===== src/rtl/tlp_xcvr_pkg.sv =====
// Shared types and sizing for the PCIe TLP transmit path.
package tlp_xcvr_pkg;
    localparam int F2C_TLPSIZE  = 128;
    // Two header QWs, the F2C payload in QWs, and two beats of margin.
    localparam int TX_MAX_BEATS = 2 + F2C_TLPSIZE / 8 + 2;

    typedef struct packed {
        logic [63:0] data;
        logic        sop;
        logic        eop;
    } TxBeat;

    typedef enum logic {
        S_OFFER = 1'b0,
        S_PKT   = 1'b1
    } ArbState;
endpackage


===== src/rtl/tlp_tx_arbiter_rr_next_idx.sv =====
// Round-robin successor of an index in 0..NUM-1, with explicit wrap for non-power-of-two NUM.
module rr_next_idx #(
    parameter int NUM = 2,
    parameter int W   = (NUM > 1) ? $clog2(NUM) : 1
) (
    input  logic [W-1:0] curIdx,
    output logic [W-1:0] nextIdx
);
    always_comb begin
        if (curIdx == W'(NUM - 1)) nextIdx = '0;
        else                       nextIdx = curIdx + 1'b1;
    end
endmodule


===== src/rtl/tlp_tx_arbiter.sv =====
// Packet-atomic round-robin arbiter sharing the 64-bit PCIe TX channel between NUM_SRC TLP generators.
module tlp_tx_arbiter
    import tlp_xcvr_pkg::*;
#(
    parameter int NUM_SRC   = 2,
    parameter int MAX_BEATS = TX_MAX_BEATS
) (
    input  logic                         pcieClk_in,
    input  logic                         pcieRstN_in,
    input  logic [NUM_SRC*64-1:0]        srcData_in,
    input  logic [NUM_SRC-1:0]           srcValid_in,
    input  logic [NUM_SRC-1:0]           srcSOP_in,
    input  logic [NUM_SRC-1:0]           srcEOP_in,
    output logic [NUM_SRC-1:0]           srcReady_out,
    output logic [63:0]                  txData_out,
    output logic                         txValid_out,
    output logic                         txSOP_out,
    output logic                         txEOP_out,
    input  logic                         txReady_in,
    output logic                         errSticky_out,
    output logic [$clog2(NUM_SRC)-1:0]   errSrc_out,
    output logic                         dbgState_out,
    output logic [$clog2(NUM_SRC)-1:0]   dbgCand_out
);
    localparam int IDX_W = $clog2(NUM_SRC);
    localparam int CNT_W = $clog2(MAX_BEATS + 1);

    ArbState          state;
    logic [IDX_W-1:0] cand;
    logic [IDX_W-1:0] candNext;
    logic [CNT_W-1:0] beatCount;
    logic [CNT_W-1:0] beatsNow;
    logic             errSticky;
    logic [IDX_W-1:0] errSrc;
    TxBeat            candBeat;
    logic             xfer;
    logic             errEvent;

    rr_next_idx #(.NUM(NUM_SRC), .W(IDX_W)) uNextIdx (
        .curIdx (cand),
        .nextIdx(candNext)
    );

    // Handshake: a beat moves in any cycle where the candidate's valid and txReady_in are both high;
    // ready is shown to the candidate only, and sources raise valid only while their ready is high.
    always_comb begin
        candBeat.data = srcData_in[64*cand +: 64];
        candBeat.sop  = srcSOP_in[cand];
        candBeat.eop  = srcEOP_in[cand];
        xfer          = txReady_in & srcValid_in[cand];

        srcReady_out       = '0;
        srcReady_out[cand] = txReady_in & pcieRstN_in;
        txData_out         = candBeat.data;
        txSOP_out          = candBeat.sop;
        txEOP_out          = candBeat.eop;
        txValid_out        = xfer & pcieRstN_in;

        // Beat count including the beat currently on the bus; saturates at the limit.
        beatsNow = (beatCount == CNT_W'(MAX_BEATS)) ? beatCount : beatCount + 1'b1;

        errEvent = 1'b0;
        if (xfer) begin
            if (state == S_OFFER) errEvent = !candBeat.sop;
            else                  errEvent = candBeat.sop ||
                                             (!candBeat.eop && beatsNow == CNT_W'(MAX_BEATS));
        end
    end

    always_ff @(posedge pcieClk_in or negedge pcieRstN_in) begin
        if (!pcieRstN_in) begin
            state     <= S_OFFER;
            cand      <= '0;
            beatCount <= '0;
            errSticky <= 1'b0;
            errSrc    <= '0;
        end else begin
            if (errEvent && !errSticky) begin
                errSticky <= 1'b1;
                errSrc    <= cand;
            end
            case (state)
                S_OFFER: begin
                    // Offer only rotates when the core could have taken a beat.
                    if (txReady_in) begin
                        if (xfer && candBeat.sop && !candBeat.eop) begin
                            state     <= S_PKT;
                            beatCount <= CNT_W'(1);
                        end else begin
                            cand <= candNext;
                        end
                    end
                end
                S_PKT: begin
                    if (xfer) begin
                        if (candBeat.eop || beatsNow == CNT_W'(MAX_BEATS)) begin
                            state     <= S_OFFER;
                            cand      <= candNext;
                            beatCount <= '0;
                        end else begin
                            beatCount <= beatsNow;
                        end
                    end
                end
                default: state <= S_OFFER;
            endcase
        end
    end

    assign errSticky_out = errSticky;
    assign errSrc_out    = errSrc;
    assign dbgState_out  = state;
    assign dbgCand_out   = cand;
endmodule


===== config.mk =====
export PLATFORM = sky130hd
export DESIGN_NAME = tlp_tx_arbiter
export DESIGN_NICKNAME = d
export VERILOG_FILES = /design/src/rtl/tlp_xcvr_pkg.sv /design/src/rtl/tlp_tx_arbiter_rr_next_idx.sv /design/src/rtl/tlp_tx_arbiter.sv
export SDC_FILE = /design/constraint.sdc
export NUM_CORES = 1
export LEC_CHECK = 0
export BUFFER_PORTS_ARGS = -buffer_cell sky130_fd_sc_hd__buf_2
export CAP_MARGIN = 5
export CELL_PAD_IN_SITES_DETAIL_PLACEMENT = 0
export CELL_PAD_IN_SITES_GLOBAL_PLACEMENT = 2
export CORE_MARGIN = 2
export CORE_UTILIZATION = 13
export CTS_CLUSTER_DIAMETER = 80
export DETAILED_ROUTE_END_ITERATION = 7
export PLACE_DENSITY_LB_ADDON = 0.3
export SYNTH_ARGS = -nofsm -noshare
export SYNTH_HDL_FRONTEND = slang
export SYNTH_SLANG_ARGS = --single-unit

===== constraint.sdc =====
create_clock -name pcieClk_in -period 2.4 [get_ports pcieClk_in]
set_input_delay 0.24 -clock pcieClk_in [delete_from_list [all_inputs] [get_ports pcieClk_in]]
set_output_delay 0.24 -clock pcieClk_in [all_outputs]
set_load 0.02 [all_outputs]

* After elaboration in Yosys (flattened, before gate mapping)
Cells that the tools add are included.
** Word-level totals
- Bits in registers :: 9
- Latch bits :: 0
- Bits in writable memories :: 0
- ROM bits :: 0
- Bits of input ports :: 137
- Output and inout bits :: 73
- Logic and storage cells :: 61
- Memories kept :: 0
** Operators by class
- Add/sub/neg operators :: 2
- Multipliers :: 0
- Divide/modulo/power cells :: 0
- Magnitude comparators :: 2
- Equality and inequality tests :: 7
- Shift operators :: 1
- Multiplexer cells :: 27
- Bitwise gates (word level) :: 5
- Reductions and logical operators :: 12
** Operators by type and width (number)
- $shiftx 128x8->64 :: 1
- $mux 5 :: 5
- $mux 1 :: 18
- $eq 5x5->1 const B :: 2
- $pmux 5 s2 :: 1
- $ne 2x1->1 const B :: 3
- $add 5x1->5 const B :: 1
- $logic_and 1x1->1 :: 5
- $ne 2x2->1 const B :: 2
- $pmux 1 s2 :: 2
- $reduce_and 4->1 :: 1
- $and 1x1->1 :: 3
- $logic_not 1->1 :: 3
- $reduce_and 3->1 :: 1
- $and 2x2->2 :: 1
- $logic_or 1x1->1 :: 2
- $lt 1x2->1 const B :: 1
- $add 1x1->1 const B :: 1
- $demux 1 s1 :: 1
- $ge 1x1->1 const B :: 1
- $not 1->1 :: 1

* Longest topological paths before layout
Gate-level depths: netlist (run 1).
- Depth after elaboration :: 8
- Depth in mapped cells :: 7
- Mapped depth without buffers :: 7

* Modules after synthesis
Synthesis (run 1) repeated with hierarchy kept, for this count alone.
** Second synthesis, totals
- Cell total of the unflattened synthesis :: 148
- Area, all modules :: 1443.9 um^2
** Modules (own cells, without submodules)
- tlp_tx_arbiter :: times used 1, cells an instance 147, area each 1440.1 um^2, sequential area each 225.2 um^2
- rr_next_idx :: times used 1, cells an instance 1, area each 3.8 um^2, sequential area each 0.0 um^2

* Worst setup path before layout (run 1)
Ideal clock, no wire load.
- Path type :: reg-to-reg
- From :: reg beatCount[0]
- To :: reg errSrc, in the netlist errSrc_out
- Setup time :: 0.125 ns
- Data arrival time :: 1.932 ns
- Required time :: 2.275 ns
- Path slack :: 0.343 ns
- Stages on the path, launching flop included :: 8
- Buffers on the path :: 0
- Clock period less this slack :: 2.057 ns
- Cell sequence :: dfrtp_1 -> inv_1 -> ha_1 -> nand2_1 -> or4_4 -> a311oi_4 -> a2bb2oi_2 -> mux2_4
** Between the ends
- Cells in the longest elaborated chain, start to end :: 8
- Elaborated cells on any way between the ends :: 9
- Those cells by class :: 1 x add/sub; 2 x eq/ne; 3 x mux; 3 x reduce/logical
** Ends and longest elaborated chain
- from (decl) :: RTL line tlp_tx_arbiter.sv:31 : logic [CNT_W-1:0] beatCount;
- from (signal assigned) :: RTL line tlp_tx_arbiter.sv:101 : beatCount <= beatsNow;
- $add 5x1->5 or $eq 5x5->1 (tied branches) :: RTL line tlp_tx_arbiter.sv:60 : beatsNow = (beatCount == CNT_W'(MAX_BEATS)) ? beatCount : beatCount + 1'b1;
- $mux 5 * :: RTL line tlp_tx_arbiter.sv:60
- $eq 5x5->1 * :: RTL line tlp_tx_arbiter.sv:66 : (!candBeat.eop && beatsNow == CNT_W'(MAX_BEATS));
- $logic_and 1x1->1 * :: RTL line tlp_tx_arbiter.sv:66
- $logic_or 1x1->1 * :: RTL line tlp_tx_arbiter.sv:65 : else errEvent = candBeat.sop ||
- $mux 1 * :: RTL line tlp_tx_arbiter.sv:64 : if (state == S_OFFER) errEvent = !candBeat.sop;
- $mux 1 * :: RTL line tlp_tx_arbiter.sv:63 : if (xfer) begin
- $logic_and 1x1->1 * :: RTL line tlp_tx_arbiter.sv:78 : if (errEvent && !errSticky) begin
- to (signal assigned) :: RTL line tlp_tx_arbiter.sv:80 : errSrc <= cand;
- to (decl) :: RTL line tlp_tx_arbiter.sv:34 : logic [IDX_W-1:0] errSrc;
Every way passes the cells marked *; elsewhere a longest branch is shown, timed or not.
A chain may end at the register's enable or synchronous reset.

* Worst setup path in the final report (run 1)
Ends and elaborated chain as after synthesis.

==> out/qor.yml, run 1 <==
status: "finished, final reports clean"
first_pass_iters: 4
slowest_stage: "dfrtp_1"
clk_latency_ps: 230
area_delta_synth_final_pct: 85.4
pwr-share-comb_pct: 80.5
ant_nets: 0
worst_slew_pin_slew_ps: 506
hold_class: "input port to asynchronous set/reset pin"
finalSetupTns_ps: 0
slowest_delay_ps: 440
place_hpwl_um: 6280
rows: 38
finalPower_uw: 2530
io_buffers: 209
yosys_register_bits: 9
timing.hold.ws_ps: 419
die-height_um: 110
hold_viol_final: 0
power_density_nw_per_um2: 938
grt_antenna_before_repair: 1
wirelength_um: 7250
startpoint_type: "register"
final_common_cell: "buf_2"
diodes: 0
syn_inst: 153
synth_cell_types: 39
synth_enable_flop_cells: 0
synth_warnings: 0
cts_buffers: 3
peakVddDrop_uv: 334
clk_pin_slew_ps: 50
final.period_utilization_pct: 91.9
p_clk_share_pct: 7.2
period_minus_slack_ps: 2210
clockBufferDepth: 2
syn_area_um2: 1450
cts_setup_buffers: 0
start_util_pct: 13.4
finClkSkew_ps: 5.16
vias_per_cell: 3.92
grt_setup_unrepaired: "false"
routed-via-count: 1958
grtUsageTotal_pct: 10.3
grt_pass1_wl_um: 9580
htree_levels: 1
end_kind: "register"
p_switching_uw: 1310
final_cell_mix: "buf_2, mux2_2, nand2_1"
nFillCells: 1255
synth_seq_area_share_pct: 15.5
power_leakage_uw: 0.00140
p_sw_share_pct: 51.9
grt_overflow: 0
setup_viol: 0
timing.max_cap.violations: 0
die_x_um: 110
internal_power_uw: 1220
fin_nets: 499
arrival_ps: 2320
required_ps: 2510
avgSynthCellArea_um2: 9.50
critical_path_class: "register to register"
cts_root_buf: "clkbuf_8"
drc: 0
cts_tree: "done"
die_area_um2: 12000
gp_congestion: 0.768
p_seq_share_pct: 12.4
final_max_slew_viol_count: 0
grt_pass1_vias: 1855
postSynth.asyncResetShare_pct: 100
crit_chain: "inv_1 -> ha_1 -> nand2_1 -> or4_4 -> a311oi_4 -> a2bb2oi_2 -> mux2_4"
syn_nets: 292
synth_ff_type: "dfrtp_1"
drt_iter0_drc: 66
core_area_um2: 10900
drive_gt1_share_pct: 79.9
boundaryPins: 210
grt_start_max_net_pins: 39
wl_per_cell_um: 14.5
fmax_mhz: 453
worstPathMaxFanout: 7
cts.sinks: 9
slew_headroom_pct: 66.3
area by class of cell:
cell class                      instances  area (um2)  share of cell area, %
Sequential cell                         9         226                   8.40
Multi-Input combinational cell        126        1140                   42.4
Inverter                                7        26.3                  0.975
Timing Repair Buffer                  213        1080                   40.0
Clock buffer                            4        45.0                   1.67
Tap cell                              140         175                   6.50
metal layers:
layer | vias to the layer above | part of all wire, % | wire (um) | global-route usage (%)
met5 | - | 0.18 | 13 | 0
met1 | 877 | 36 | 2620 | 11.2
li1 | 976 | - | - | -
met3 | 4 | 9.1 | 658 | 2.37
met2 | 99 | 54 | 3940 | 20.4
met4 | 2 | 0.23 | 17 | 1.63
kinds of logic after synthesis:
| kind of cell | count (synthesis) | share of synthesized area, % |
|---|---|---|
| AND/OR/NAND/NOR | 33 | 11.5 |
| flip-flops | 9 | 15.5 |
| buffers and inverters | 18 | 5.85 |
| multiplexers | 68 | 52.7 |
| XOR/XNOR | 3 | 1.81 |
| AO/OA/AOI/OAI | 20 | 10.9 |
| adder cells (fa/ha/maj) | 2 | 1.72 |
worst paths after layout:
kind / cells after the start / slack, ps / start / end
min reg2reg: 1 / 550 / errSrc_out / errSrc_out
min in group pcieClk_in: 4 / 450 / srcEOP_in[1] / beatCount[3]
min: 2 / 420 / pcieRstN_in / beatCount[3]
max: 7 / 190 / beatCount[0] / errSrc_out
max in group asynchronous: 2 / 1740 / pcieRstN_in / dbgCand_out
max reg2reg: 7 / 190 / beatCount[0] / errSrc_out
registers in the layout (all words and copies together) (netlist names):
register       cells
errSticky_out      1
dbgState_out       1
dbgCand_out        1
errSrc_out         1
beatCount          5
critical path: cells and delay by family (launching register included):
family                   cells  cell delay, ps
flip-flops                   1             440
adder cells (fa/ha/maj)      1             190
multiplexers                 1             310
buffers and inverters        1             120
AO/OA/AOI/OAI                2             510
AND/OR/NAND/NOR              2             530
stage by stage:
stage	instance area, um2	setup WS, ps	cells	utilization, %
after floorplan	1450	343	153	-
after global placement	2640	219	494	24.2
after detailed placement	2640	207	494	24.2
after CTS	2700	182	499	24.8
after global routing	2700	36.1	499	24.8
final	2700	195	499	24.8
power groups by stage:
stage	Combinational, uW	Sequential, uW	Clock, uW
after global routing	2210	334	199
after detailed placement	2060	320	0
final	2030	313	181
after floorplan	1430	300	0
after global placement	2060	319	0
after CTS	2070	317	190
synth_stat cells, types with 2 or more instances:
| master | count | share of area, % |
|---|---|---|
| nor2b_1 | 2 | 0.86 |
| dfrtp_1 | 9 | 15 |
| ha_1 | 2 | 1.7 |
| nor3_1 | 4 | 1.4 |
| buf_1 | 7 | 1.8 |
| nor2_1 | 7 | 1.8 |
| clkbuf_1 | 2 | 0.52 |
| inv_1 | 5 | 1.3 |
| mux2i_1 | 3 | 2.1 |
| nand3_1 | 3 | 1.0 |
| nand2_1 | 9 | 2.3 |
| inv_2 | 2 | 0.52 |
| xnor2_1 | 2 | 1.2 |
| o211ai_1 | 2 | 1.0 |
| mux2_2 | 64 | 50 |
| o21ai_1 | 2 | 0.69 |
| a21oi_1 | 6 | 2.1 |
timing repair:
action	4_1_cts	5_1_grt
resized for setup	0	0
hold buffers	1	0
endpoints found under the hold margin	9	0
Power figures use the tool's default switching activity.
==> run 2, diff against run 1 <==
--- a/config.mk
+++ b/config.mk
@@ -9,11 +9,11 @@
 export CAP_MARGIN = 5
 export CELL_PAD_IN_SITES_DETAIL_PLACEMENT = 0
 export CELL_PAD_IN_SITES_GLOBAL_PLACEMENT = 2
-export CORE_MARGIN = 2
 export CORE_UTILIZATION = 13
 export CTS_CLUSTER_DIAMETER = 80
 export DETAILED_ROUTE_END_ITERATION = 7
 export PLACE_DENSITY_LB_ADDON = 0.3
+export RECOVER_POWER = 50
 export SYNTH_ARGS = -nofsm -noshare
 export SYNTH_HDL_FRONTEND = slang
 export SYNTH_SLANG_ARGS = --single-unit
==> out/qor.yml, run 2 (synthesis gave the netlist of run 1 again) <==
largest_register_ffs: 5
end_kind: "register"
grt_start_max_net_pins: 47
fin_cells: 502
nFillCells: 1235
final_common_cell: "buf_2"
slew_headroom_pct: 56.5
die_x_um: 108
cp_num_buf_inv: 1
period_minus_slack_ps: 2150
vias_per_cell: 3.89
cts_setup_buffers: 0
crit_chain: "inv_1 -> ha_1 -> nand2_1 -> or4_1 -> a311oi_4 -> a2bb2oi_2 -> mux2_4"
ant_nets: 0
place_area_um2: 2660
fin_nets: 502
power_leakage_uw: 0.00133
reg2reg_slack_ps: 250
rows: 38
clk_latency_ps: 230
dp_cells: 497
cts.sinks: 9
gp_congestion: 0.775
hold_viol_final: 0
final_max_slew_viol_count: 0
finalSetupTns_ps: 0
place_hpwl_um: 5640
hold_class: "register to register"
cts_tree: "done"
htree_levels: 1
area_delta_synth_final_pct: 84.0
grt_antenna_before_repair: 0
cts_root_buf: "clkbuf_8"
r2r_end: "errSrc_out"
slowest_stage: "or4_1"
diodes: 0
worst_slew_pin_slew_ps: 653
hold_path_end: "errSrc_out"
grt_setup_unrepaired: "false"
largest-register: "beatCount"
status: "finished, final reports clean"
worstPathMaxFanout: 6
r2r-start: "beatCount[1]"
routed-via-count: 1953
grt_overflow: 0
final_cell_mix: "buf_2, mux2_2, clkbuf_1"
worst_r2r_path_depth: 7
required_ps: 2520
hold_path_depth: 1
final.period_utilization_pct: 89.7
cp_top_family: "simple AND/OR/NAND/NOR gates"
clk_pin_slew_ps: 50
first_pass_iters: 4
core_area_um2: 10900
timing.max_cap.violations: 0
power_density_nw_per_um2: 926
finClkSkew_ps: 4.40
arrival_ps: 2270
grt_pass1_wl_um: 8900
boundaryPins: 210
wirelength_um: 6510
cts_resized: 0
cts_buffers: 3
drc: 0
critical_path_class: "register to register"
drt_iter0_drc: 27
drive_gt1_share_pct: 72.1
die_area_um2: 11600
startpoint_type: "register"
io_buffers: 209
hold_start: "errSrc_out"
fin_util_pct: 24.6
timing.hold.ws_ps: 519
stdcell_area_um2: 2680
clockBufferDepth: 2
wl_per_cell_um: 13.0
setup_viol: 0
die-height_um: 108
slowest_delay_ps: 460
start_util_pct: 13.4
grt_pass1_vias: 1751
fmax_mhz: 465
peakVddDrop_uv: 266
grtUsageTotal_pct: 9.92
==> run 2: worst max-delay path by stage <==
| stage | from | end | slack [ps] | cells after the start |
|---|---|---|---|---|
| 3_5_place_dp | beatCount[1] | errSrc_out | 260 | 7 |
| 3_3_place_gp | beatCount[1] | errSrc_out | 280 | 7 |
| 6_report | beatCount[1] | errSrc_out | 250 | 7 |
| 5_1_grt | beatCount[1] | errSrc_out | 130 | 7 |
| 4_1_cts | dbgCand_out | txData_out[10] | 220 | 3 |
| 2_1_floorplan | beatCount[0] | errSrc_out | 340 | 7 |
==> run 2: metrics by stage <==
step	worst slack [ps]	total power, uW
finish	247	2480
global route	130	2670
detailed placement	257	2370
global placement	280	2390
CTS	221	2560
floorplan	343	1730
==> run 2: metal layers <==
layer / up-vias / GRT usage, % / part of all wire (%)
li1: 981 / - / -
met1: 877 / 11.4 / 40
met5: - / 0 / 0
met2: 93 / 19.4 / 54
met4: 0 / 1.76 / 0.29
met3: 2 / 1.15 / 5.9
==> run 2: where the power goes <==
group	switching, uW	leakage (uW)	total [uW]	internal [uW]
clock network	60.5	0.0000228	176	116
registers	106	0.000110	314	208
logic	1120	0.00120	1990	864
total	1290	0.00133	2480	1190
==> run 2: what timing repair did <==
action,CTS,global route
endpoints found under the setup margin,0,0
endpoints found under the hold margin,9,0
hold buffers,1,0
==> run 2: final cells by class <==
type	count	area (um2)	area share, %
sequential	9	226	8.47
timing repair buffer	216	1060	39.7
tap	140	175	6.55
inverter	7	26.3	0.982
multi-input combinational	126	1140	42.6
clock buffer	4	45.0	1.68
==> run 3, diff against run 2 <==
--- a/config.mk
+++ b/config.mk
@@ -9,6 +9,7 @@
 export CAP_MARGIN = 5
 export CELL_PAD_IN_SITES_DETAIL_PLACEMENT = 0
 export CELL_PAD_IN_SITES_GLOBAL_PLACEMENT = 2
+export CORE_MARGIN = 8
 export CORE_UTILIZATION = 13
 export CTS_CLUSTER_DIAMETER = 80
 export DETAILED_ROUTE_END_ITERATION = 7
==> out/qor.yml, run 3 (synthesis gave the netlist of run 1 again) <==
status: "finished, final reports clean"
cts_buffers: 3
fin_cells: 501
wl_per_cell_um: 16.6
finClkSkew_ps: 1.34
hold_class: "input port to register"
crit_chain: "clkbuf_2 -> mux2_2 -> buf_2"
required_ps: 2160
worst_slew_pin_slew_ps: 952
dp_cells: 496
grt_antenna_before_repair: 0
final_max_slew_viol_count: 0
place_hpwl_um: 7380
grtUsageTotal_pct: 9.63
boundaryPins: 210
stdcell_area_um2: 2680
final.period_utilization_pct: 91.9
core_area_um2: 10900
globalRouteMet3Util_pct: 3.15
startpoint_type: "register"
r2r-start: "beatCount[1]"
area_delta_synth_final_pct: 84.4
period_minus_slack_ps: 2210
io_buffers: 209
r2r_end: "errSrc_out"
clockBufferDepth: 2
largest_register_ffs: 5
slowest_stage: "clkbuf_2"
routed-via-count: 1969
reg2reg_slack_ps: 220
met1_usage_pct: 10.8
finalSetupTns_ps: 0
grt_busiest_layer: "met2"
crit_path_end: "txData_out[14]"
setup_viol: 0
drive_gt1_share_pct: 74.0
worst_r2r_path_depth: 7
final_common_cell: "buf_2"
final_cell_mix: "buf_2, mux2_2, clkbuf_1"
critical_path_class: "register to output port"
drt_iter0_drc: 122
power_leakage_uw: 0.00135
grt_setup_unrepaired: "false"
htree_levels: 1
clk_pin_slew_ps: 50
ant_nets: 0
place_area_um2: 2660
fin_nets: 501
crit_cells: 3
cts.sinks: 9
diodes: 0
grt_start_max_net_pins: 40
clk_latency_ps: 240
grtUsageMet2_pct: 17.8
die-height_um: 122
power_density_nw_per_um2: 945
cp-startpoint: "dbgCand_out"
hold_viol_final: 0
grt_pass1_wl_um: 11300
cts_resized: 0
arrival_ps: 1970
cp_top_family: "buffers and inverters"
grt_pass1_vias: 1990
rows: 38
end_kind: "output port"
timing.max_cap.violations: 0
cts_tree: "done"
die_area_um2: 14800
wirelength_um: 8320
slew_headroom_pct: 36.6
fmax_mhz: 453
slowest_delay_ps: 730
die_x_um: 122
drc: 0
gp_congestion: 0.850
cts_root_buf: "clkbuf_8"
first_pass_iters: 4
finalPower_uw: 2540
worstPathMaxFanout: 39
cts_setup_buffers: 0
start_util_pct: 13.4
timing.hold.ws_ps: 446
hold_start: "srcEOP_in[1]"
vias_per_cell: 3.93
cp_num_buf_inv: 2
grt_overflow: 0
peakVddDrop_uv: 349
largest-register: "beatCount"
## run 3: cell count changes in the layout (fill, tap and decap cells not counted), moves of 2 or more
cell	previous run	this run
buf_2	183	175
clkbuf_1	28	22
clkbuf_2	1	14
o21ai_0	3	1
o21ai_1	0	2
## run 3: worst min-delay path, stage by stage
cell and delay [ps]:
buf_2 80, mux2i_1 140, nand2_1 110, o31ai_1 70
## run 3: worst min path at each step
stage / endpoint / slack, ps / cells past startpoint
after floorplan: beatCount[0] / -60 / 0
after global placement: beatCount[0] / 140 / 1
after detailed placement: beatCount[0] / 140 / 1
after CTS: beatCount[2] / 430 / 2
after global routing: beatCount[3] / 470 / 4
final: beatCount[3] / 450 / 4
## run 3: layout make-up
| class | instances | area (um2) |
|---|---|---|
| clock buffer | 4 | 45.0 |
| fill | 1196 | 8210 |
| inverter | 7 | 26.3 |
| multi-input combinational | 126 | 1140 |
| sequential | 9 | 226 |
| tap | 140 | 175 |
| timing repair buffer | 215 | 1060 |
## run 3: repair_timing
| item | in CTS | in global routing |
|---|---|---|
| hold buffers | 1 | 0 |
| endpoints found under the hold margin | 9 | 0 |
| endpoints found under the setup margin | 0 | 0 |
## run 3: metrics by stage
stage          util, %  setup WS [ps]
6_report          24.6            194
2_1_floorplan        -            343
5_1_grt           24.6           71.6
3_5_place_dp      24.4            234
3_3_place_gp      24.4            257
4_1_cts           24.9            214
## run 3: per-layer routing
metal / vias up / routed length, um
met4: 0 / 29
li1: 977 / -
met5: - / 0
met2: 125 / 4320
met1: 864 / 3090
met3: 3 / 873
## run 3: power by group
| group | switching (uW) | total (uW) | internal (uW) |
|---|---|---|---|
| Combinational | 1180 | 2060 | 881 |
| Clock | 66.8 | 183 | 116 |
| Sequential | 80.9 | 289 | 208 |
| Total | 1330 | 2540 | 1210 |
